## src/rtl/uart_pkg.sv

```systemverilog
// Shared definitions for the 8N1 UART pair (uart_tx / uart_rx).
// Frame-level constants and the common FSM state encoding.
package uart_pkg;

    localparam int DEFAULT_CLKS_PER_BIT = 434;
    localparam int DATA_BITS            = 8;

    typedef enum logic [2:0] {
        ST_IDLE  = 3'd0,
        ST_START = 3'd1,
        ST_DATA  = 3'd2,
        ST_STOP  = 3'd3,
        ST_BREAK = 3'd4
    } uart_state_e;

endpackage

```

## src/rtl/uart_sync.sv

```systemverilog
// Multi-stage 1-bit synchroniser for an asynchronous input.
// Flops reset to 1 so an idle-high line stays idle through reset.
module uart_sync #(
    parameter int STAGES = 2
) (
    input  logic clk,
    input  logic rst,
    input  logic d,
    output logic q
);

    logic [STAGES-1:0] sync_q;
    logic [STAGES-1:0] sync_d;

    always_comb begin
        sync_d = {sync_q[STAGES-2:0], d};
    end

    always_ff @(posedge clk) begin
        if (rst) begin
            sync_q <= '1;
        end else begin
            sync_q <= sync_d;
        end
    end

    assign q = sync_q[STAGES-1];

endmodule

```

## src/rtl/uart_rx.sv

```systemverilog
// 8N1 UART receiver: synchronised input, start-bit qualification,
// mid-bit sampling, one-cycle valid / frame-error strobes.
module uart_rx
    import uart_pkg::*;
#(
    parameter int CLKS_PER_BIT = DEFAULT_CLKS_PER_BIT,
    parameter int SYNC_STAGES  = 2
) (
    input  logic                 clk,
    input  logic                 rst,
    input  logic                 rx_serial,
    output logic [DATA_BITS-1:0] rx_data,
    output logic                 rx_valid,
    output logic                 rx_frame_err,
    output logic                 rx_busy
);

    localparam int CW = $clog2(CLKS_PER_BIT);
    localparam int IW = $clog2(DATA_BITS);
    localparam logic [CW-1:0] HALF_CNT = CW'((CLKS_PER_BIT - 1) / 2);
    localparam logic [CW-1:0] FULL_CNT = CW'(CLKS_PER_BIT - 1);
    localparam logic [IW-1:0] LAST_IDX = IW'(DATA_BITS - 1);

    uart_state_e state_q, state_d;

    logic [CW-1:0]        cnt_q, cnt_d;
    logic [IW-1:0]        idx_q, idx_d;
    logic [DATA_BITS-1:0] shift_q, shift_d;
    logic [DATA_BITS-1:0] data_q, data_d;
    logic                 valid_q, valid_d;
    logic                 ferr_q, ferr_d;
    logic                 rx_s;
    logic                 tick;

    uart_sync #(
        .STAGES(SYNC_STAGES)
    ) u_sync (
        .clk(clk),
        .rst(rst),
        .d  (rx_serial),
        .q  (rx_s)
    );

    // Start bit is sampled half a bit in; every later bit one full bit on.
    assign tick = (state_q == ST_START) ? (cnt_q == HALF_CNT)
                                        : (cnt_q == FULL_CNT);

    always_ff @(posedge clk) begin
        if (rst) begin
            state_q <= ST_IDLE;
        end else begin
            state_q <= state_d;
        end
    end

    always_comb begin
        state_d = state_q;
        unique case (state_q)
            ST_IDLE: begin
                if (!rx_s) state_d = ST_START;
            end
            ST_START: begin
                if (tick) state_d = rx_s ? ST_IDLE : ST_DATA;
            end
            ST_DATA: begin
                if (tick && idx_q == LAST_IDX) state_d = ST_STOP;
            end
            ST_STOP: begin
                if (tick) state_d = rx_s ? ST_IDLE : ST_BREAK;
            end
            ST_BREAK: begin
                if (rx_s) state_d = ST_IDLE;
            end
            default: state_d = ST_IDLE;
        endcase
    end

    always_comb begin
        cnt_d   = '0;
        idx_d   = idx_q;
        shift_d = shift_q;
        data_d  = data_q;
        valid_d = 1'b0;
        ferr_d  = 1'b0;
        unique case (state_q)
            ST_IDLE: begin
                idx_d = '0;
            end
            ST_START: begin
                if (!tick) cnt_d = cnt_q + CW'(1);
            end
            ST_DATA: begin
                if (tick) begin
                    shift_d = {rx_s, shift_q[DATA_BITS-1:1]};
                    idx_d   = idx_q + IW'(1);
                end else begin
                    cnt_d = cnt_q + CW'(1);
                end
            end
            ST_STOP: begin
                if (tick) begin
                    if (rx_s) begin
                        data_d  = shift_q;
                        valid_d = 1'b1;
                    end else begin
                        ferr_d = 1'b1;
                    end
                end else begin
                    cnt_d = cnt_q + CW'(1);
                end
            end
            ST_BREAK: begin
                idx_d = '0;
            end
            default: begin
                idx_d = '0;
            end
        endcase
    end

    always_ff @(posedge clk) begin
        if (rst) begin
            cnt_q   <= '0;
            idx_q   <= '0;
            shift_q <= '0;
            data_q  <= '0;
            valid_q <= 1'b0;
            ferr_q  <= 1'b0;
        end else begin
            cnt_q   <= cnt_d;
            idx_q   <= idx_d;
            shift_q <= shift_d;
            data_q  <= data_d;
            valid_q <= valid_d;
            ferr_q  <= ferr_d;
        end
    end

    assign rx_data      = data_q;
    assign rx_valid     = valid_q;
    assign rx_frame_err = ferr_q;
    assign rx_busy      = (state_q != ST_IDLE);

endmodule
```

## config.mk

```make
export PLATFORM = sky130hd
export DESIGN_NAME = uart_rx
export DESIGN_NICKNAME = d
export VERILOG_FILES = /design/src/rtl/uart_pkg.sv /design/src/rtl/uart_sync.sv /design/src/rtl/uart_rx.sv
export SDC_FILE = /design/constraint.sdc
export NUM_CORES = 1
export LEC_CHECK = 0
export BUFFER_PORTS_ARGS = -buffer_cell sky130_fd_sc_hd__buf_2
export CAP_MARGIN = 20
export CORE_UTILIZATION = 58
export DETAILED_ROUTE_END_ITERATION = 8
export PLACE_DENSITY = 0.87
export SYNTH_ARGS = -nofsm -noshare
export SYNTH_HDL_FRONTEND = slang
export SYNTH_SLANG_ARGS = --single-unit
```

## constraint.sdc

```tcl
create_clock -name clk -period 3.5 [get_ports clk]
set_input_delay 0.35 -clock clk [delete_from_list [all_inputs] [get_ports clk]]
set_output_delay 0.35 -clock clk [all_outputs]
set_load 0.03 [all_outputs]
```

==> impl_results.md <==
* Die Span X at 52.78 µm
* CTS tree: built
* DPL Wire Length at 1840 µm
* Vias at 1087
* Ys Warns at 0
* Area Growth Syn to Fin at 8.536%
* Hold_ws at 0.1906 ns
* CTS root buf: clkbuf_4
* Starting Density at 60.91%
* Final wirelength at 2639 µm
* Drt wl/cell at 13.46 µm
* Power Density at 388.1 mW/mm²
* Status: completed
* Startpoint Class: flip-flop
* Fin crit share at 61.75%
* Final Skew at 0.004707 ns
* Fin nets at 171
* Reg area at 700.7 µm²
* Kind of critical path: reg -> reg
* Fill cells at 186
* Highest clock rate at 0.4627 GHz
* Most common cell after layout, fill and taps aside: dfxtp_1
* Hold Crit Class: in -> reg
* Num rows at 18
* GRT Total Usage at 21.74%
* Met3 wire len at 118 µm
* Leak Pwr at 0.0005773 µW
* DR DRC count at 0
* Starting DRT DRC Count at 30
* Clk buf depth at 2
* Cells after Synth at 152
* Post-CTS setup buffer count at 0
* DIE AREA at 0.002785 mm²
* Top Metal Used: met4
* Flops & latches, synth at 35
* CTS clock-pin slew for the worst setup and hold paths at 0.10 ns
* Post-synth top area share at 46.86%
* Clock sink count at 35
* Commonest non-fill, non-tap cells in the layout: dfxtp_1 (35), nor2_1 (23), mux2i_1 (17), buf_2 (13), nor2_2 (9)
* Synth top area cells: dfxtp_1 (47%), mux2i_1 (11%), nor2_1 (5.8%)
* Count of different cell masters after synthesis at 32
* Slew Viols, Final at 0
* H-tree depth at 2
* Worst-margin pin slew at 0.6890 ns
* Multi-input logic area at 750.7 µm²
* Post-Syn Area at 0.001495 mm²
* Core area at 0.002455 mm²
* RSZ-0062 raised after global routing: false
* Metal-1 WL at 1209 µm
* Routed Antenna Nets at 0
* Chip height at 52.78 µm
* Setup tns final at 0 ns
* N_diodes at 0
* Routability cong. at 0.8297
* Remaining global-route overflow at 0
* First-pass GRT wire length at 4243 µm
* CTS resizes at 0
* Largest net degree at the start of global routing at 26
* Seq/Total Area, Yosys at 46.86%
* FFs w/ async S/R, synth at 0%
* CP Data Arrival Time at 2.43 ns
* Setup Viol. Count Final at 0
* Worst VDD drop at 0.3233 mV
* Max Cap Viol at 0
* Slew margin rel. at 53.72%
* Post-Syn Area per Cell at 9.837 µm²
* CP endpoint kind: flip-flop
* Worst-Skew Late Latency at 0.33 ns
* Endpoints failing hold at 0
* Main synth FF type: dfxtp_1
* Hold Buf Count CTS at 0
* Worst EP required at 3.77 ns
* Post-synth EDFFs at 0
* Drt pass-1 iters at 4
* Syn_nets at 158
* Top cell type by total area after synthesis: dfxtp_1
* Inserted Clock Buffers at 5
* Drt via density at 5.546
* Crit path max fanout at 12
* Metal2 WL at 1268 µm
* Vias in the first global route at 1006
* Port Buffers at 13
* Crit path time final at 2.161 ns
* IO Count at 14
* Share of cells above drive strength 1 at 24.70%
* Initial antenna violation count at 0
==> registers in the layout (all words and copies together), names as in the netlist <==
signal         cells
cnt_q              9
rx_frame_err       1
shift_q            8
u_sync.sync_q      2
idx_q              3
rx_data            8
rx_valid           1
state_q            3
==> metal layers <==
layer / GRT usage, % / up-vias
li1: - / 553
met3: 7.826 / 8
met2: 37.13 / 28
met1: 24.55 / 498
met4: 7.895 / 0
met5: 0 / -
==> per-stage QoR <==
stage	instance area, µm²	worst slack [ns]	std cells	total power [µW]	utilization, %
3_5_place_dp	1573	1.373	188	429.3	64.07
3_3_place_gp	1573	1.448	188	428.5	64.07
4_1_cts	1623	1.339	196	633.7	66.11
2_1_floorplan	1495	1.757	152	426.5	-
5_1_grt	1623	1.251	196	653.8	66.11
6_report	1623	1.339	196	629.8	66.11
==> cells in the mapped netlist (2+ instances only) <==
library cell,number
ha_1,3
dfxtp_1,35
and4bb_2,2
nor3_1,4
nor2_2,9
or3_2,3
nor4_1,3
inv_1,3
xor2_1,2
nand4bb_1,3
nor2_1,23
nand2_1,8
xnor2_1,5
mux2i_1,17
nand3_1,8
clkbuf_1,6
or2_2,2
a22oi_1,2
==> power breakdown <==
group	switching, µW	internal (µW)
sequential	3.45	400
combinational	11.2	5.75
clock	131	78.3
==> final cells by class <==
class / count / area share (%)
Multi-Input combinational cell: 106 / 46.26
Sequential cell: 35 / 43.18
Timing Repair Buffer: 14 / 4.472
Clock buffer: 7 / 2.776
Tap cell: 30 / 2.313
Inverter: 3 / 0.6939
Clock inverter: 1 / 0.3084
==> cells by family after synthesis <==
family	synth area share, %
AO/OA/AOI/OAI	3.682
adder cells (fa/ha/maj)	2.511
buffers and inverters	3.347
AND/OR/NAND/NOR	28.12
multiplexers	11.38
XOR/XNOR	4.100
flip-flops	46.86
==> path summary, 6_finish.rpt <==
check / cells after the start / slack [ns] / end / start
max: 4 / 1.34 / cnt_q[2]$_SDFF_PP0_ / state_q[0]$_SDFFE_PP0P_
max reg2reg: 4 / 1.34 / cnt_q[2]$_SDFF_PP0_ / state_q[0]$_SDFFE_PP0P_
min reg2reg: 1 / 0.44 / u_sync.sync_q[1]$_SDFF_PP1_ / u_sync.sync_q[0]$_SDFF_PP1_
min: 2 / 0.19 / u_sync.sync_q[0]$_SDFF_PP1_ / rx_serial
==> critical path, stage by stage (launching register included) <==
cell and delay, ns:
dfxtp_1 0.54, or3b_1 0.41, and4_4 0.22, or4b_1 0.75, nor2_2 0.18
Power figures use the tool's default switching activity.
